File: src/rtl/cam_dma_rd_pkg.sv
// Shared types and constants for the camera DMA frame reader: FSM states,
// the 32-bit pixel slot carried in each half of a DMA word, and RGB888 offsets.
package cam_dma_rd_pkg;

  typedef enum logic [1:0] {
    ST_IDLE   = 2'd0,
    ST_ARM    = 2'd1,
    ST_STREAM = 2'd2,
    ST_FLUSH  = 2'd3
  } rd_state_e;

  localparam int PIX_SLOT_W = 32;
  localparam int WORD_W     = 2 * PIX_SLOT_W;
  localparam int RGB_W      = 24;
  localparam int B_OFF      = 0;
  localparam int G_OFF      = 8;
  localparam int R_OFF      = 16;

endpackage

File: src/rtl/cam_dma_rd_unpack.sv
// Holds one 64-bit DMA word and presents its two pixels, pixel0 then pixel1,
// on a valid/ready port; accepts a new word in the cycle the old one empties.
module cam_dma_rd_unpack
  import cam_dma_rd_pkg::*;
(
  input  logic              clk_i,
  input  logic              srst_i,
  input  logic              in_valid_i,
  output logic              in_ready_o,
  input  logic [WORD_W-1:0] in_data_i,
  output logic              out_valid_o,
  input  logic              out_ready_i,
  output logic [RGB_W-1:0]  out_data_o,
  output logic              out_empty_o
);

  logic             hold_valid_q, hold_valid_d;
  logic             sel_q, sel_d;
  logic [RGB_W-1:0] pix0_q, pix0_d;
  logic [RGB_W-1:0] pix1_q, pix1_d;
  logic             out_fire;
  logic             load;

  // Only the RGB888 part of each slot is kept; the top byte of each slot is dropped.
  logic unused_slot_bits;
  assign unused_slot_bits = ^{in_data_i[PIX_SLOT_W-1:RGB_W], in_data_i[WORD_W-1:PIX_SLOT_W+RGB_W]};

  assign out_valid_o = hold_valid_q;
  assign out_data_o  = sel_q ? pix1_q : pix0_q;
  assign out_fire    = hold_valid_q & out_ready_i;
  assign out_empty_o = out_fire & sel_q;
  assign in_ready_o  = ~hold_valid_q | out_empty_o;
  assign load        = in_valid_i & in_ready_o;

  always_comb begin
    hold_valid_d = hold_valid_q;
    sel_d        = sel_q;
    pix0_d       = pix0_q;
    pix1_d       = pix1_q;
    if (load) begin
      hold_valid_d = 1'b1;
      sel_d        = 1'b0;
      pix0_d       = in_data_i[B_OFF +: RGB_W];
      pix1_d       = in_data_i[PIX_SLOT_W + B_OFF +: RGB_W];
    end else if (out_empty_o) begin
      hold_valid_d = 1'b0;
      sel_d        = 1'b0;
    end else if (out_fire) begin
      sel_d = 1'b1;
    end
  end

  always_ff @(posedge clk_i) begin
    if (srst_i) begin
      hold_valid_q <= 1'b0;
      sel_q        <= 1'b0;
      pix0_q       <= '0;
      pix1_q       <= '0;
    end else begin
      hold_valid_q <= hold_valid_d;
      sel_q        <= sel_d;
      pix0_q       <= pix0_d;
      pix1_q       <= pix1_d;
    end
  end

endmodule

File: src/rtl/cam_dma_frame_reader.sv
// Reads one camera frame per arming from a DMA read stream and emits it as a
// pixel stream with start/end-of-line/end-of-frame flags and length checking.
module cam_dma_frame_reader
  import cam_dma_rd_pkg::*;
#(
  parameter int FRAME_WIDTH         = 1280,
  parameter int FRAME_HEIGHT        = 720,
  parameter int DMA_TRANSFER_LENGTH = (FRAME_WIDTH * FRAME_HEIGHT) / 2
) (
  input  logic              io_peripheralClk,
  input  logic              io_peripheralReset,
  input  logic              trigger_read_frame,
  input  logic              continuous_read_frame,
  input  logic              dma_init_done,
  input  logic              cam_dma_rvalid,
  output logic              cam_dma_rready,
  input  logic              cam_dma_rlast,
  input  logic [WORD_W-1:0] cam_dma_rdata,
  output logic              px_valid,
  input  logic              px_ready,
  output logic [RGB_W-1:0]  px_data,
  output logic              px_sof,
  output logic              px_eol,
  output logic              px_eof,
  output logic              frame_busy,
  output logic              err_short,
  output logic              err_long,
  output logic [15:0]       frames_done
);

  localparam int XW  = (FRAME_WIDTH > 1) ? $clog2(FRAME_WIDTH) : 1;
  localparam int YW  = (FRAME_HEIGHT > 1) ? $clog2(FRAME_HEIGHT) : 1;
  localparam int WCW = (DMA_TRANSFER_LENGTH > 1) ? $clog2(DMA_TRANSFER_LENGTH) : 1;
  localparam logic [XW-1:0]  X_LAST  = XW'(FRAME_WIDTH - 1);
  localparam logic [YW-1:0]  Y_LAST  = YW'(FRAME_HEIGHT - 1);
  localparam logic [WCW-1:0] WC_LAST = WCW'(DMA_TRANSFER_LENGTH - 1);

  rd_state_e      state_q, state_d;
  logic           trig_q;
  logic [XW-1:0]  x_q, x_d;
  logic [YW-1:0]  y_q, y_d;
  logic [WCW-1:0] wc_q, wc_d;
  logic           last_acc_q, last_acc_d;
  logic           err_short_q, err_short_d;
  logic           err_long_q, err_long_d;
  logic [15:0]    frames_done_q, frames_done_d;

  logic up_in_ready;
  logic up_in_valid;
  logic up_empty;
  logic accept_en;
  logic word_acc;
  logic px_fire;
  logic trig_edge;

  // Words are taken only in STREAM and only until the frame's last word is in hand.
  assign accept_en   = (state_q == ST_STREAM) & ~last_acc_q;
  assign up_in_valid = cam_dma_rvalid & accept_en;
  assign word_acc    = up_in_valid & up_in_ready;
  assign px_fire     = px_valid & px_ready;
  assign trig_edge   = trigger_read_frame & ~trig_q;

  cam_dma_rd_unpack u_unpack (
    .clk_i       (io_peripheralClk),
    .srst_i      (io_peripheralReset),
    .in_valid_i  (up_in_valid),
    .in_ready_o  (up_in_ready),
    .in_data_i   (cam_dma_rdata),
    .out_valid_o (px_valid),
    .out_ready_i (px_ready),
    .out_data_o  (px_data),
    .out_empty_o (up_empty)
  );

  assign cam_dma_rready = (accept_en & up_in_ready) | (state_q == ST_FLUSH);
  assign px_sof         = px_valid & (x_q == '0) & (y_q == '0);
  assign px_eol         = px_valid & (x_q == X_LAST);
  assign px_eof         = px_valid & (x_q == X_LAST) & (y_q == Y_LAST);
  assign frame_busy     = (state_q == ST_ARM) | (state_q == ST_STREAM);
  assign err_short      = err_short_q;
  assign err_long       = err_long_q;
  assign frames_done    = frames_done_q;

  always_comb begin
    state_d       = state_q;
    x_d           = x_q;
    y_d           = y_q;
    wc_d          = wc_q;
    last_acc_d    = last_acc_q;
    err_short_d   = err_short_q;
    err_long_d    = err_long_q;
    frames_done_d = frames_done_q;
    unique case (state_q)
      ST_IDLE: begin
        if (trig_edge | continuous_read_frame) begin
          state_d     = ST_ARM;
          x_d         = '0;
          y_d         = '0;
          wc_d        = '0;
          last_acc_d  = 1'b0;
          err_short_d = 1'b0;
          err_long_d  = 1'b0;
        end
      end
      ST_ARM: begin
        if (dma_init_done) state_d = ST_STREAM;
      end
      ST_STREAM: begin
        if (word_acc) begin
          if (wc_q == WC_LAST) begin
            last_acc_d = 1'b1;
            if (!cam_dma_rlast) err_long_d = 1'b1;
          end else if (cam_dma_rlast) begin
            last_acc_d  = 1'b1;
            err_short_d = 1'b1;
          end else begin
            wc_d = wc_q + 1'b1;
          end
        end
        if (px_fire) begin
          if (x_q == X_LAST) begin
            x_d = '0;
            y_d = (y_q == Y_LAST) ? '0 : y_q + 1'b1;
          end else begin
            x_d = x_q + 1'b1;
          end
        end
        // The frame ends when pixel1 of the last accepted word leaves.
        if (up_empty && last_acc_q) begin
          state_d = err_long_q ? ST_FLUSH : ST_IDLE;
          if (!err_long_q && !err_short_q) frames_done_d = frames_done_q + 16'd1;
        end
      end
      ST_FLUSH: begin
        if (cam_dma_rvalid && cam_dma_rlast) state_d = ST_IDLE;
      end
      default: state_d = ST_IDLE;
    endcase
  end

  always_ff @(posedge io_peripheralClk) begin
    if (io_peripheralReset) begin
      state_q       <= ST_IDLE;
      trig_q        <= 1'b0;
      x_q           <= '0;
      y_q           <= '0;
      wc_q          <= '0;
      last_acc_q    <= 1'b0;
      err_short_q   <= 1'b0;
      err_long_q    <= 1'b0;
      frames_done_q <= '0;
    end else begin
      state_q       <= state_d;
      trig_q        <= trigger_read_frame;
      x_q           <= x_d;
      y_q           <= y_d;
      wc_q          <= wc_d;
      last_acc_q    <= last_acc_d;
      err_short_q   <= err_short_d;
      err_long_q    <= err_long_d;
      frames_done_q <= frames_done_d;
    end
  end

endmodule

File: config.mk
export PLATFORM = sky130hd
export DESIGN_NAME = cam_dma_frame_reader
export DESIGN_NICKNAME = d
export VERILOG_FILES = /design/src/rtl/cam_dma_rd_pkg.sv /design/src/rtl/cam_dma_rd_unpack.sv /design/src/rtl/cam_dma_frame_reader.sv
export SDC_FILE = /design/constraint.sdc
export NUM_CORES = 1
export LEC_CHECK = 0
export CAP_MARGIN = 20
export CORE_MARGIN = 2
export CORE_UTILIZATION = 60
export DETAILED_ROUTE_END_ITERATION = 8
export DONT_BUFFER_PORTS = 1
export GPL_TIMING_DRIVEN = 0
export PLACE_DENSITY = 0.76
export SLEW_MARGIN = 20
export SYNTH_ARGS = -nofsm -noshare
export SYNTH_HDL_FRONTEND = slang
export SYNTH_SLANG_ARGS = --single-unit
File: constraint.sdc
create_clock -name io_peripheralClk -period 2.4 [get_ports io_peripheralClk]
set_input_delay 0.24 -clock io_peripheralClk [delete_from_list [all_inputs] [get_ports io_peripheralClk]]
set_output_delay 0.24 -clock io_peripheralClk [all_outputs]
set_load 0.02 [all_outputs]
==> out/summary.txt <==
H-Tree Depth - 3
Clock latency on the worst-skew pair - 0.39 ns
Endpoints failing hold - 0
Critical-path top delay cell - or4_1
Antenna violations before repair - 0
Register area share after synthesis - 41.5%
FP Rows - 34
Total CTS buffers - 9
Share of cells above drive strength 1 - 10.6%
Gr usage total - 30.4%
Global-route wire length before repair - 24.2 mm
CTS sink cnt - 112
Cell Area, Synth - 5410 um2
Overflow left after global routing - 0
#FFs+latches synth - 112
Nets - 797
# port buffers - 0
Peak VDD IR - 388 uV
Most frequent cells in the layout - nand2_1 (128), dfxtp_1 (112), a21oi_1 (74)
Worst-path fanout max - 10
Core ar. - 8720 um2
IO Pins - 120
DRT antenna net count - 0
Die height - 98.9 um
Worst clock skew - 0.0127 ns
Met3 usage - 6.45%
Post-synth EDFFs - 0
Period utilization - 95.6%
RSZ-0062 raised after global routing - no
Cell breakdown of the critical path - inv_1 -> ha_1 -> buf_4 -> o22ai_1 -> o32a_1 -> buf_4 -> or4_1 -> a31oi_1
Met2 Track Usage GR - 50.5%
DRT Pass-1 Iters - 6
Via density - 6.15
Setup violations, final - 0
Cell family with most CP delay - compound AO/OA/AOI/OAI gates
Crit path capture type - register
Prevailing post-synth register cell - dfxtp_1
WP data required - 2.70 ns
Status - finished clean
Max_slew headroom - 46.5%
Fill cells - 688
Synth Net Count - 734
Sum of buffers and inverters on the critical path - 3
Die X-Extent - 98.9 um
Syn Area/Cell - 8.31 um2
Overall power - 4.61 mW
Detailed Route Iter0 Violations - 252
Achievable Freq - 436 MHz
Worst-path clk slew - 0.11 ns
Max incr delay on CP - 0.52 ns
Die ar. - 9790 um2
Post-route worst setup slack - 0.106 ns
CTS tree - done
Most common cell after layout, fill and taps aside - nand2_1
Met1 usage - 37.6%
Setup CP Type - reg -> reg
Dpl ws - -0.00144 ns
Vias in the first global route - 5111
Unique masters post-synth - 60
Largest net degree at the start of global routing - 21
Share of flip-flops with an asynchronous set or reset - 0%
Area Overhead vs Synth - 16.4%
Worst Setup Start Kind - register
Max Cap Viol - 0
Initial Util - 62.0%
Worst Path Arrival - 2.60 ns
RePlAce Congestion - 0.922
Final WL - 14.9 mm
Leakage power total - 2.14 nW
Final HPWL DP - 9.99 mm
Worst Tran Pin Value - 0.800 ns
Detailed-route wire length per cell - 18.0 um
Most used cell, CP - buf_4
Max Buffers Root-to-Sink - 2
# DRC - 0
Clock root cell - clkbuf_8
Tmin final - 2.29 ns
Gate Count Post-Synth - 651
Final Max Tran Viols - 0
PwrDens - 732 nW/um2
Worst hold path class - in -> reg
Via Count - 5094
Grt peak-use layer - met2
Synth Warn # - 0
[state kept, by name (all words and copies together), names as in the netlist]
register / count
u_unpack.pix0_q: 24
u_unpack.pix1_q: 24
wc_q: 19
frames_done: 16
x_q: 11
y_q: 10
state_q: 2
err_long: 1
err_short: 1
last_acc_q: 1
trig_q: 1
u_unpack.out_valid_o: 1
u_unpack.sel_q: 1
[stage by stage]
step | TNS (ns) | instance area [um2] | hold slack, ns | instances | util (%)
3_5_place_dp | -0.00144 | 5540 | 0.381 | 759 | 63.6
4_1_cts | 0 | 6220 | 0.0768 | 823 | 71.3
3_3_place_gp | 0 | 5540 | 0.372 | 759 | 63.6
6_report | 0 | 6300 | 0.0874 | 828 | 72.2
2_1_floorplan | 0 | 5410 | 0.368 | 651 | -
5_1_grt | 0 | 6290 | 0.110 | 827 | 72.2
[timing repair]
| action | in CTS | in global routing |
|---|---|---|
| hold buffers | 49 | 0 |
| hold endpoints to repair | 49 | 0 |
| resized for setup | 1 | 25 |
| endpoints found under the setup margin | 6 | 76 |
| setup buffers | 0 | 4 |
| cloned | 0 | 0 |
| pin swaps | 0 | 2 |
[cells in the mapped netlist (2+ instances only)]
cell	number	share of area (%)
nor4_1	7	0.81
and4_1	6	0.97
nand2b_1	6	0.69
a311oi_1	5	0.81
nor3b_1	3	0.42
xor2_1	14	2.3
and3_1	8	0.93
o211ai_1	5	0.69
mux2_2	24	5.0
or3_1	9	1.0
nor3_1	10	0.93
a41oi_1	3	0.49
nor2_1	48	3.3
or4_1	4	0.56
nor2b_1	6	0.69
dfxtp_1	112	41
o221a_2	2	0.42
o21ai_0	11	1.0
xnor2_1	10	1.6
buf_4	3	0.42
nand4_1	22	2.5
clkbuf_1	28	1.9
nand2_1	128	8.9
a21o_1	2	0.28
or2_2	2	0.23
o21ai_1	4	0.37
a21oi_1	75	6.9
o311ai_1	3	0.49
ha_1	11	2.5
and2_1	7	0.81
buf_2	5	0.46
mux2i_1	2	0.37
o31ai_1	7	0.97
nand3_1	17	1.6
inv_1	9	0.62
a31oi_1	9	1.0
[power by group]
group	switching, mW	internal (mW)	total (mW)
Sequential	0.0737	1.95	2.03
Clock	0.704	0.407	1.11
Combinational	0.932	0.540	1.47
[worst paths after layout]
check,start,slack [ns],to,depth (start not counted)
worst min register to register,u_unpack.pix1_q[5],0.46,u_unpack.pix1_q[5],2
worst max register to register,state_q[0],0.11,wc_q[17],8
worst max-delay path,state_q[0],0.11,wc_q[17],8
worst min-delay path,px_ready,0.09,u_unpack.out_valid_o,2
[per-layer routing]
metal,wire length [um],vias to the layer above
met5,0,-
met3,1140,44
met2,7220,227
met4,473,0
li1,-,2434
met1,6070,2389
[layout make-up]
cell class                 instances  area [um2]  area share (%)
clock buffer                      10         128            2.03
inverter                          11        41.3           0.656
clock inverter                     6        60.1           0.954
buffer                            35         169            2.68
antenna                            1        2.50          0.0397
multi-input combinational        492        3000            47.6
timing repair buffer              53         520            8.27
sequential                       112        2240            35.6
tap                              108         135            2.15
[logic make-up after synthesis]
family	count (synthesis)	synth area share, %
AND/OR/NAND/NOR	292	26.5
AO/OA/AOI/OAI	139	16.7
adder cells (fa/ha/maj)	11	2.55
multiplexers	26	5.37
flip-flops	112	41.5
XOR/XNOR	24	3.89
buffers and inverters	47	3.59
(Power assumes the default switching activity.)
